## config.mk

```make
export PLATFORM = sky130hd
export DESIGN_NAME = pll_reset_sequencer_flat
export DESIGN_NICKNAME = d
export VERILOG_FILES = /design/src/rtl/pll_reset_sequencer_if.sv /design/src/rtl/pll_reset_sequencer.sv /design/src/flat_wrapper.sv
export SDC_FILE = /design/constraint.sdc
export NUM_CORES = 1
export LEC_CHECK = 0
export BUFFER_PORTS_ARGS = -buffer_cell sky130_fd_sc_hd__buf_2
export CAP_MARGIN = 20
export CORE_ASPECT_RATIO = 2
export CORE_MARGIN = 4
export CORE_UTILIZATION = 44
export DETAILED_ROUTE_END_ITERATION = 7
export GPL_TIMING_DRIVEN = 1
export PLACE_DENSITY = 0.71
export SLEW_MARGIN = 20
export SYNTH_ARGS = -nofsm -noshare
export SYNTH_HDL_FRONTEND = slang
export SYNTH_SLANG_ARGS = --single-unit
```

## constraint.sdc

```tcl
create_clock -name clk -period 3.85 [get_ports clk]
set_input_delay 0.385 -clock clk [delete_from_list [all_inputs] [get_ports clk]]
set_output_delay 0.385 -clock clk [all_outputs]
set_load 0.005 [all_outputs]
```

## src/rtl/pll_reset_sequencer_if.sv

```systemverilog
// Signal bundle between the PLL reset sequencer (master) and the PLL/system side (slave).
interface pll_reset_sequencer_if #(
  parameter int MAX_RETRIES = 3
);
  localparam int RETRY_W = $clog2(MAX_RETRIES + 1);

  logic               pll_lock;
  logic               relock_req;
  logic               pll_resetb;
  logic               pll_bypass;
  logic               sys_reset;
  logic               locked;
  logic               failed;
  logic [RETRY_W-1:0] retry_count;

  modport master (
    input  pll_lock, relock_req,
    output pll_resetb, pll_bypass, sys_reset, locked, failed, retry_count
  );

  modport slave (
    output pll_lock, relock_req,
    input  pll_resetb, pll_bypass, sys_reset, locked, failed, retry_count
  );
endinterface

```

## src/rtl/pll_reset_sequencer.sv

```systemverilog
// Reference-clock-domain sequencer for the iCE40 PLL: reset pulse, lock qualification,
// retry/bypass fallback and downstream system reset release.
module pll_reset_sequencer #(
  parameter int RESET_CYCLES  = 16,
  parameter int LOCK_TIMEOUT  = 4096,
  parameter int STABLE_CYCLES = 256,
  parameter int LOSS_FILTER   = 4,
  parameter int MAX_RETRIES   = 3
) (
  input  logic                   clk,
  input  logic                   reset,
  pll_reset_sequencer_if.master  bus
);
  localparam int CNT_MAX = (RESET_CYCLES > LOCK_TIMEOUT - 1)
                         ? ((RESET_CYCLES > STABLE_CYCLES - 1) ? RESET_CYCLES : STABLE_CYCLES - 1)
                         : ((LOCK_TIMEOUT - 1 > STABLE_CYCLES - 1) ? LOCK_TIMEOUT - 1 : STABLE_CYCLES - 1);
  localparam int CNT_W   = $clog2(CNT_MAX + 1);
  localparam int LOSS_W  = $clog2(LOSS_FILTER + 1);
  localparam int RETRY_W = $clog2(MAX_RETRIES + 1);

  typedef enum logic [2:0] {PLL_RST, WAIT_LOCK, STABLE, RUN, BYPASS_RUN} state_t;

  state_t             state, state_nxt;
  logic [CNT_W-1:0]   cnt, cnt_nxt;
  logic [LOSS_W-1:0]  loss, loss_nxt;
  logic [RETRY_W-1:0] retry, retry_nxt;
  logic               lock_p0, lock_p1;
  logic               attempt_fail;
  logic               resetb_q, bypass_q, sys_reset_q, locked_q, failed_q;
  logic               resetb_nxt, bypass_nxt, sys_reset_nxt, locked_nxt, failed_nxt;

  function automatic logic [CNT_W-1:0] cnt_inc(input logic [CNT_W-1:0] v);
    return (v == CNT_W'(CNT_MAX)) ? v : v + CNT_W'(1);
  endfunction

  function automatic logic [LOSS_W-1:0] loss_inc(input logic [LOSS_W-1:0] v);
    return (v == LOSS_W'(LOSS_FILTER)) ? v : v + LOSS_W'(1);
  endfunction

  function automatic logic [RETRY_W-1:0] retry_inc(input logic [RETRY_W-1:0] v);
    return (v == RETRY_W'(MAX_RETRIES)) ? v : v + RETRY_W'(1);
  endfunction

  always_comb begin
    state_nxt    = state;
    cnt_nxt      = cnt;
    loss_nxt     = loss;
    retry_nxt    = retry;
    attempt_fail = 1'b0;
    case (state)
      PLL_RST: begin
        if (cnt == CNT_W'(RESET_CYCLES - 1)) begin
          state_nxt = WAIT_LOCK;
          cnt_nxt   = '0;
        end else begin
          cnt_nxt = cnt_inc(cnt);
        end
      end
      WAIT_LOCK: begin
        if (lock_p1) begin
          state_nxt = STABLE;
          cnt_nxt   = '0;
        end else if (cnt == CNT_W'(LOCK_TIMEOUT - 1)) begin
          attempt_fail = 1'b1;
        end else begin
          cnt_nxt = cnt_inc(cnt);
        end
      end
      STABLE: begin
        if (!lock_p1) begin
          attempt_fail = 1'b1;
        end else if (cnt == CNT_W'(STABLE_CYCLES - 1)) begin
          state_nxt = RUN;
          cnt_nxt   = '0;
          loss_nxt  = '0;
          retry_nxt = '0;
        end else begin
          cnt_nxt = cnt_inc(cnt);
        end
      end
      RUN: begin
        // Short lock dropouts are filtered; only a sustained loss re-sequences.
        if (lock_p1) begin
          loss_nxt = '0;
        end else if (loss == LOSS_W'(LOSS_FILTER - 1)) begin
          state_nxt = PLL_RST;
          loss_nxt  = '0;
          cnt_nxt   = '0;
        end else begin
          loss_nxt = loss_inc(loss);
        end
      end
      BYPASS_RUN: begin
        if (cnt < CNT_W'(RESET_CYCLES)) cnt_nxt = cnt_inc(cnt);
      end
      default: begin
        state_nxt = PLL_RST;
        cnt_nxt   = '0;
      end
    endcase

    if (attempt_fail) begin
      retry_nxt = retry_inc(retry);
      cnt_nxt   = '0;
      state_nxt = (retry >= RETRY_W'(MAX_RETRIES - 1)) ? BYPASS_RUN : PLL_RST;
    end

    if (bus.relock_req) begin
      state_nxt = PLL_RST;
      cnt_nxt   = '0;
      loss_nxt  = '0;
      retry_nxt = '0;
    end

    // Outputs are decoded from the next state so they register glitch-free with it.
    resetb_nxt    = (state_nxt == WAIT_LOCK) || (state_nxt == STABLE) || (state_nxt == RUN);
    bypass_nxt    = (state_nxt == BYPASS_RUN);
    sys_reset_nxt = !((state_nxt == RUN) ||
                      ((state_nxt == BYPASS_RUN) && (cnt_nxt >= CNT_W'(RESET_CYCLES))));
    locked_nxt    = (state_nxt == RUN);
    failed_nxt    = (state_nxt == BYPASS_RUN);
  end

  always_ff @(posedge clk) begin
    if (reset) begin
      state       <= PLL_RST;
      cnt         <= '0;
      loss        <= '0;
      retry       <= '0;
      lock_p0     <= 1'b0;
      lock_p1     <= 1'b0;
      resetb_q    <= 1'b0;
      bypass_q    <= 1'b0;
      sys_reset_q <= 1'b1;
      locked_q    <= 1'b0;
      failed_q    <= 1'b0;
    end else begin
      lock_p0     <= bus.pll_lock;
      lock_p1     <= lock_p0;
      state       <= state_nxt;
      cnt         <= cnt_nxt;
      loss        <= loss_nxt;
      retry       <= retry_nxt;
      resetb_q    <= resetb_nxt;
      bypass_q    <= bypass_nxt;
      sys_reset_q <= sys_reset_nxt;
      locked_q    <= locked_nxt;
      failed_q    <= failed_nxt;
    end
  end

  assign bus.pll_resetb  = resetb_q;
  assign bus.pll_bypass  = bypass_q;
  assign bus.sys_reset   = sys_reset_q;
  assign bus.locked      = locked_q;
  assign bus.failed      = failed_q;
  assign bus.retry_count = retry;
endmodule

```

## src/flat_wrapper.sv

```systemverilog
// flat-port wrapper written by rule: the top's interface ports become plain ports
module pll_reset_sequencer_flat 
#(
  parameter int RESET_CYCLES  = 16,
  parameter int LOCK_TIMEOUT  = 4096,
  parameter int STABLE_CYCLES = 256,
  parameter int LOSS_FILTER   = 4,
  parameter int MAX_RETRIES   = 3
)
  (clk, reset, bus_pll_lock, bus_relock_req, bus_pll_resetb, bus_pll_bypass, bus_sys_reset, bus_locked, bus_failed, bus_retry_count);
  pll_reset_sequencer_if #(.MAX_RETRIES(MAX_RETRIES)) bus_i ();
  input  logic clk;
  input  logic reset;
  input wire logic [$bits(bus_i.pll_lock)-1:0] bus_pll_lock;
  input wire logic [$bits(bus_i.relock_req)-1:0] bus_relock_req;
  output wire logic [$bits(bus_i.pll_resetb)-1:0] bus_pll_resetb;
  output wire logic [$bits(bus_i.pll_bypass)-1:0] bus_pll_bypass;
  output wire logic [$bits(bus_i.sys_reset)-1:0] bus_sys_reset;
  output wire logic [$bits(bus_i.locked)-1:0] bus_locked;
  output wire logic [$bits(bus_i.failed)-1:0] bus_failed;
  output wire logic [$bits(bus_i.retry_count)-1:0] bus_retry_count;
  assign bus_i.pll_lock = bus_pll_lock;
  assign bus_i.relock_req = bus_relock_req;
  assign bus_pll_resetb = bus_i.pll_resetb;
  assign bus_pll_bypass = bus_i.pll_bypass;
  assign bus_sys_reset = bus_i.sys_reset;
  assign bus_locked = bus_i.locked;
  assign bus_failed = bus_i.failed;
  assign bus_retry_count = bus_i.retry_count;
  pll_reset_sequencer #(.RESET_CYCLES(RESET_CYCLES), .LOCK_TIMEOUT(LOCK_TIMEOUT), .STABLE_CYCLES(STABLE_CYCLES), .LOSS_FILTER(LOSS_FILTER), .MAX_RETRIES(MAX_RETRIES)) u_core (.clk(clk), .reset(reset), .bus(bus_i));
endmodule
```

==> results.ini, run 1 <==
[status]
status=completed

[global_routing]
grt_pass1_vias=1664
antenna_found_initial=0
grt_util_all_layers_pct=20.2
grt-ovfl-total=0
busiest_layer=met2
grt_use_met3_pct=2.95
grt_pass1_wl_microns=7670
grt_max_degree=16
met2_usage_pct=35.3
grt_use_met1_pct=21.3

[detailed_routing]
routed_wl_microns=4400
drtIter0Drc=70
ant_nets=0
via_per_inst=6.27
routedWlPerCell_microns=16.5
drc_errors=0
num_vias=1673
first_pass_iters=4

[yosys]
syn-num-nets=225
synth.avg_cell_area_sq_um=7.87
synth-seq-area-share_pct=30.6
async_reset_ff_share_pct=0
ys_ff_latch=26
synth_fa_ha_area_share_pct=3.68
synth_top_family_by_area=simple AND/OR/NAND/NOR gates
synth_compound_gate_area_share_pct=26.0
synthSimpleGateAreaFrac_pct=33.8
synth_mux_area_share_pct=1.25
ys_warn_count=0
syn_area_sq_mm=0.00170
synth_xor_area_share_pct=0
ys.flop_type=dfxtp_1
ys_types=52
synth_edf_count=0
synth_cells=216

[layout]
multi_input_area_sq_mm=0.00110
final_layout_size_suffix_gt1_share_pct=11.5
regArea_sq_um=520
nNetsFinal=228
area_growth_pct=7.44
diodes=0
nFillCells=375

[timing]
worstMarginPinSlew_ps=642
slew_headroom_pct=56.9
skew_ps=2.68
hold_viol_final=0
finalSetupTns_ps=0
fin_crit_sh_pct=72.6
holdWs_ps=317
slew_violations=0
final-setup-viol-count=0
max_freq_ghz=0.358
rsz0062_at_grt=no
min_period_ps=2800

[critical_path]
setup.worst_path.start=u_core.cnt[0]
critPathKind=reg2reg
r2r_start=u_core.cnt[0]
cp_data_required_time_ps=4050
crit_fanout=9
cp_slowest_cell=nor3_1
start_kind=flip-flop
crit_arrival_ps=2990
slowest_delay_ps=570
crit_chain=ha_1 > nand3_1 > nor3_1 > o2111ai_1 > a21o_1 > a22oi_1 > nand4_1 > a311oi_2
end_kind=flip-flop

[floorplan]
core-area_sq_mm=0.00368
rows=31
die_h_microns=95.9
die_w_microns=51.9
start_util_pct=46.1
design.die.area_sq_mm=0.00498
io_pins=11

[flow_run]
drv_cap=0

[clock_tree]
cts_hold_buf=0
clk_pin_slew_worst_paths_ps=100
cts_tree=yes
clock_tree.root_cell=clkbuf_8
numClockSinks=26
htreeDepth=1
cts_buffers=3
cts_buffer_depth=2
clkLatencyLatePin_ps=280
cts_setup_buffers=0
cts_resized=0

[placement]
routabilityCongestion=0.911
dp_hpwl_microns=3390
port_buffers=10

[pwr]
powerDensity_mw_per_mm2=286
vdd_drop_max_mv=0.219
p_leak_nw=0.662

[min_path]
min_from=bus_pll_lock
hp-class=in2reg

==> registers in the layout, indices dropped and copies added (netlist names) <==
name,flops
u_core.cnt,12
u_core.loss,3
u_core.state,3
u_core.bus.retry_count,2
u_core.bus.failed,1
u_core.bus.locked,1
u_core.bus.pll_resetb,1
u_core.bus.sys_reset,1
u_core.lock_p0,1
u_core.lock_p1,1
==> synthesized netlist by cell type, types with 2 or more instances <==
cell / count / area [sq um]
or3_1: 2 / 12.5
a21o_1: 6 / 45.0
nand3b_1: 2 / 15.0
o21ai_0: 11 / 55.1
a21oi_1: 11 / 55.1
nor3_1: 16 / 80.1
nand3_1: 12 / 60.1
nor2_1: 23 / 86.3
a22oi_1: 5 / 37.5
o31ai_4: 2 / 42.5
nand2_1: 15 / 56.3
inv_1: 6 / 22.5
ha_1: 5 / 62.6
a32oi_1: 2 / 17.5
nand2b_1: 4 / 25.0
and3_1: 4 / 25.0
o22a_1: 2 / 17.5
clkbuf_1: 10 / 37.5
nor4_1: 3 / 18.8
o31a_1: 2 / 17.5
and2_1: 2 / 12.5
nor2b_1: 7 / 43.8
o22ai_1: 4 / 25.0
nand4_1: 6 / 37.5
dfxtp_1: 26 / 521
a21boi_1: 2 / 15.0
==> path summary, 6_finish.rpt <==
| path | endpoint | slack (ps) | depth (start not counted) |
|---|---|---|---|
| worst max-delay path | u_core.bus.sys_reset | 1050 | 8 |
| worst min-delay path | u_core.lock_p0 | 320 | 2 |
| worst max register to register | u_core.bus.sys_reset | 1050 | 8 |
| worst min register to register | u_core.lock_p1 | 450 | 1 |
==> per-stage QoR <==
step | instance area, sq um | power, W | utilization (%) | std cells | worst slack [ps]
3_5_place_dp | 1750 | 0.000296 | 47.6 | 263 | 1090
2_1_floorplan | 1700 | 0.000290 | - | 216 | 1410
5_1_grt | 1830 | 0.000541 | 49.5 | 267 | 863
3_3_place_gp | 1750 | 0.000295 | 47.6 | 263 | 1080
4_1_cts | 1830 | 0.000527 | 49.5 | 267 | 1060
6_report | 1830 | 0.000523 | 49.5 | 267 | 1050
==> cell families (layout without fill, tap and decap cells) <==
family / count (synthesis) / count (layout)
adder cells (fa/ha/maj): 5 / 5
AO/OA/AOI/OAI: 59 / 59
multiplexers: 2 / 2
buffers and inverters: 18 / 20
AND/OR/NAND/NOR: 106 / 106
flip-flops: 26 / 26
==> layout by cell type, fill, tap and decap left out, types with 2 or more instances in the layout <==
master	Yosys	final
o31a_1	2	2
a21boi_1	2	2
o31ai_4	2	2
o21ai_0	11	11
a21oi_1	11	11
o22ai_1	4	4
or3_1	2	2
buf_2	0	10
clkbuf_8	0	3
and3_1	4	4
nor2_1	23	23
nand2b_1	4	4
inv_1	6	6
nor4_1	3	3
nand3_1	12	12
ha_1	5	5
a32oi_1	2	2
nand3b_1	2	2
and2_1	2	2
a21o_1	6	6
a22oi_1	5	5
o22a_1	2	2
nand2_1	15	15
dfxtp_1	26	26
nor2b_1	7	7
nor3_1	16	16
nand4_1	6	6
==> per-layer routing <==
layer | wire [microns] | share of wire [%] | up-vias
met1 | 1630 | 37 | 762
met2 | 2290 | 52 | 70
met3 | 188 | 4.3 | 29
met4 | 286 | 6.5 | 0
met5 | 0 | 0 | -
li1 | - | - | 812
==> critical path, delay by kind of cell (launching register included) <==
kind / cells / cell delay [ps]
and+or+nand+nor: 3 / 990
AOI/OAI and AO/OA: 4 / 960
DFF: 1 / 470
adders and majority gates: 1 / 290
==> where the power goes <==
part | switching [W] | leakage (nW) | internal, W
Sequential | 0.00000306 | 0.210 | 0.000271
Combinational | 0.00000959 | 0.417 | 0.00000622
Clock | 0.0000937 | 0.0357 | 0.000139
Total | 0.000106 | 0.662 | 0.000416
==> cell type report <==
type	instances	area share [%]
clock buffers	3	2.26
clock inverters	1	1.64
inverters	6	1.23
multi-input cells	172	60.2
flip-flops and latches	26	28.5
well taps	49	3.36
repair buffers	10	2.74
No activity file was read; power rests on OpenSTA's default activity.
==> run 2, diff against run 1 <==
PLACE_DENSITY = 0.73   (was 0.71)
clock period = 2.5 ns   (was 3.85 ns; I/O delays follow)
==> run 2 against run 1 <==
- maximum frequency grew 14%
- critical path type unchanged
- worst setup slack got worse by 1000 ps
- die area is the same
- register-to-register slack worse by 1000 ps
- design area up 16%
==> results.ini, run 2 (synthesis gave the netlist of run 1 again) <==
[global_routing]
grt_util_all_layers_pct=22.0
grt-ovfl-total=0
grt_max_degree=16
antenna_found_initial=0
grt_pass1_wl_microns=8360
grt_pass1_vias=1838

[pwr]
p_sw_share_pct=20.3
pwr-share-seq_pct=51.9
powerDensity_mw_per_mm2=383
comb_power_share_pct=3.7
switchingPower_w=0.000164
clkPwrFrac_pct=44.3
p_leak_nw=0.839
vdd_drop_max_mv=0.330
p_int_w=0.000644

[clock_tree]
numClockSinks=26
clock_tree.root_cell=clkbuf_8
cts_buffer_depth=2
cts_buffers=3
clkLatencyLatePin_ps=280
cts_tree=yes
htreeDepth=1
cts_hold_buf=0
clk_pin_slew_worst_paths_ps=100

[detailed_routing]
routed_wl_microns=4930
ant_nets=0
routedWlPerCell_microns=16.3
drc_errors=0
num_vias=1880
via_per_inst=6.20
first_pass_iters=5
drtIter0Drc=85

[layout]
fin_area_sq_mm=0.00211
most-common-layout-cells=36 x buf_4, 26 x dfxtp_1, 23 x nor2_1
reg_top3=u_core.cnt x12, u_core.loss x3, u_core.state x3
nFillCells=341
largest_reg_flops=12
layout.cells.most_common=buf_4
diodes=0
nNetsFinal=264
final_cells=303
utilization_pct=57.3
top_register=u_core.cnt
area_growth_pct=24.2
final_layout_size_suffix_gt1_share_pct=25.2

[critical_path]
start_kind=flip-flop
cp_data_required_time_ps=2690
crit_arrival_ps=2650
crit_fanout=4
critPathKind=reg2reg
end_kind=flip-flop

[floorplan]
start_util_pct=46.1
die_h_microns=95.9
core-area_sq_mm=0.00368
io_pins=11
rows=31
die_w_microns=51.9
design.die.area_sq_mm=0.00498

[placement]
routabilityCongestion=0.949
place_ws_ps=-23.8
post_dp_cell_area_sq_mm=0.00201
dp_hpwl_microns=3740
dp.cells=297
port_buffers=10

[timing]
hold_viol_final=0
fin_crit_sh_pct=98.1
min_period_ps=2450
rsz0062_at_grt=yes
skew_ps=4.75
slew_headroom_pct=67.8
final-setup-viol-count=0
max_freq_ghz=0.408
slew_violations=0
worstMarginPinSlew_ps=476
holdWs_ps=191
timing.final.ws_setup_ps=47.4

[min_path]
hp-class=in2reg

[status]
status=completed

[flow_run]
drv_cap=0

## run 2: worst paths after layout
check | start | end | slack [ps] | depth (start not counted)
setup / recovery | u_core.cnt[8] | u_core.bus.sys_reset | 50 | 7
hold / removal | bus_pll_lock | u_core.lock_p0 | 190 | 2
setup reg to reg | u_core.cnt[8] | u_core.bus.sys_reset | 50 | 7
hold reg to reg | u_core.lock_p0 | u_core.lock_p1 | 470 | 1
## run 2: cell type report
cell class                 count  area [sq um]  share of cell area (%)
clock buffer                   3          41.3                    1.96
inverter                       6          22.5                    1.07
clock inverter                 1          30.0                    1.42
sequential                    26           520                    24.7
tap                           49          61.3                    2.90
multi-input combinational    172          1110                    52.8
timing repair buffer          46           320                    15.2
## run 2: what timing repair did
action | CTS | global route
buffers inserted | 2 | 0
gates resized for setup | 2 | 1
pin swaps | 3 | 5
endpoints found under the setup margin | 1 | 1
## run 2: power groups by stage
stage	registers, W	logic, W	clock network, W
after floorplan	0.000429	0.0000183	0
after global placement	0.000429	0.0000295	0
after detailed placement	0.000429	0.0000299	0
after CTS	0.000420	0.0000299	0.000362
after global routing	0.000420	0.0000337	0.000379
final	0.000420	0.0000302	0.000358
## run 2: critical path, stage by stage, from the launching register on
cell	delay [ps]
dfxtp_1	330
or4_4	590
o31ai_4	360
o2111ai_2	210
a21o_1	200
a22oi_1	220
nand4_1	200
a311oi_2	270
## run 2: through the flow
| step | power [W] | TNS (ps) |
|---|---|---|
| after detailed placement | 0.000459 | -23.8 |
| after floorplan | 0.000447 | 0 |
| final | 0.000808 | 0 |
| after CTS | 0.000812 | 0 |
| after global routing | 0.000833 | -61.5 |
| after global placement | 0.000459 | 0 |
## run 2: routing by layer
layer	GRT usage (%)	part of all wire (%)
met1	22.6	36
met2	40.7	53
met3	1.86	4.1
met4	14.0	6.8
met5	0	0
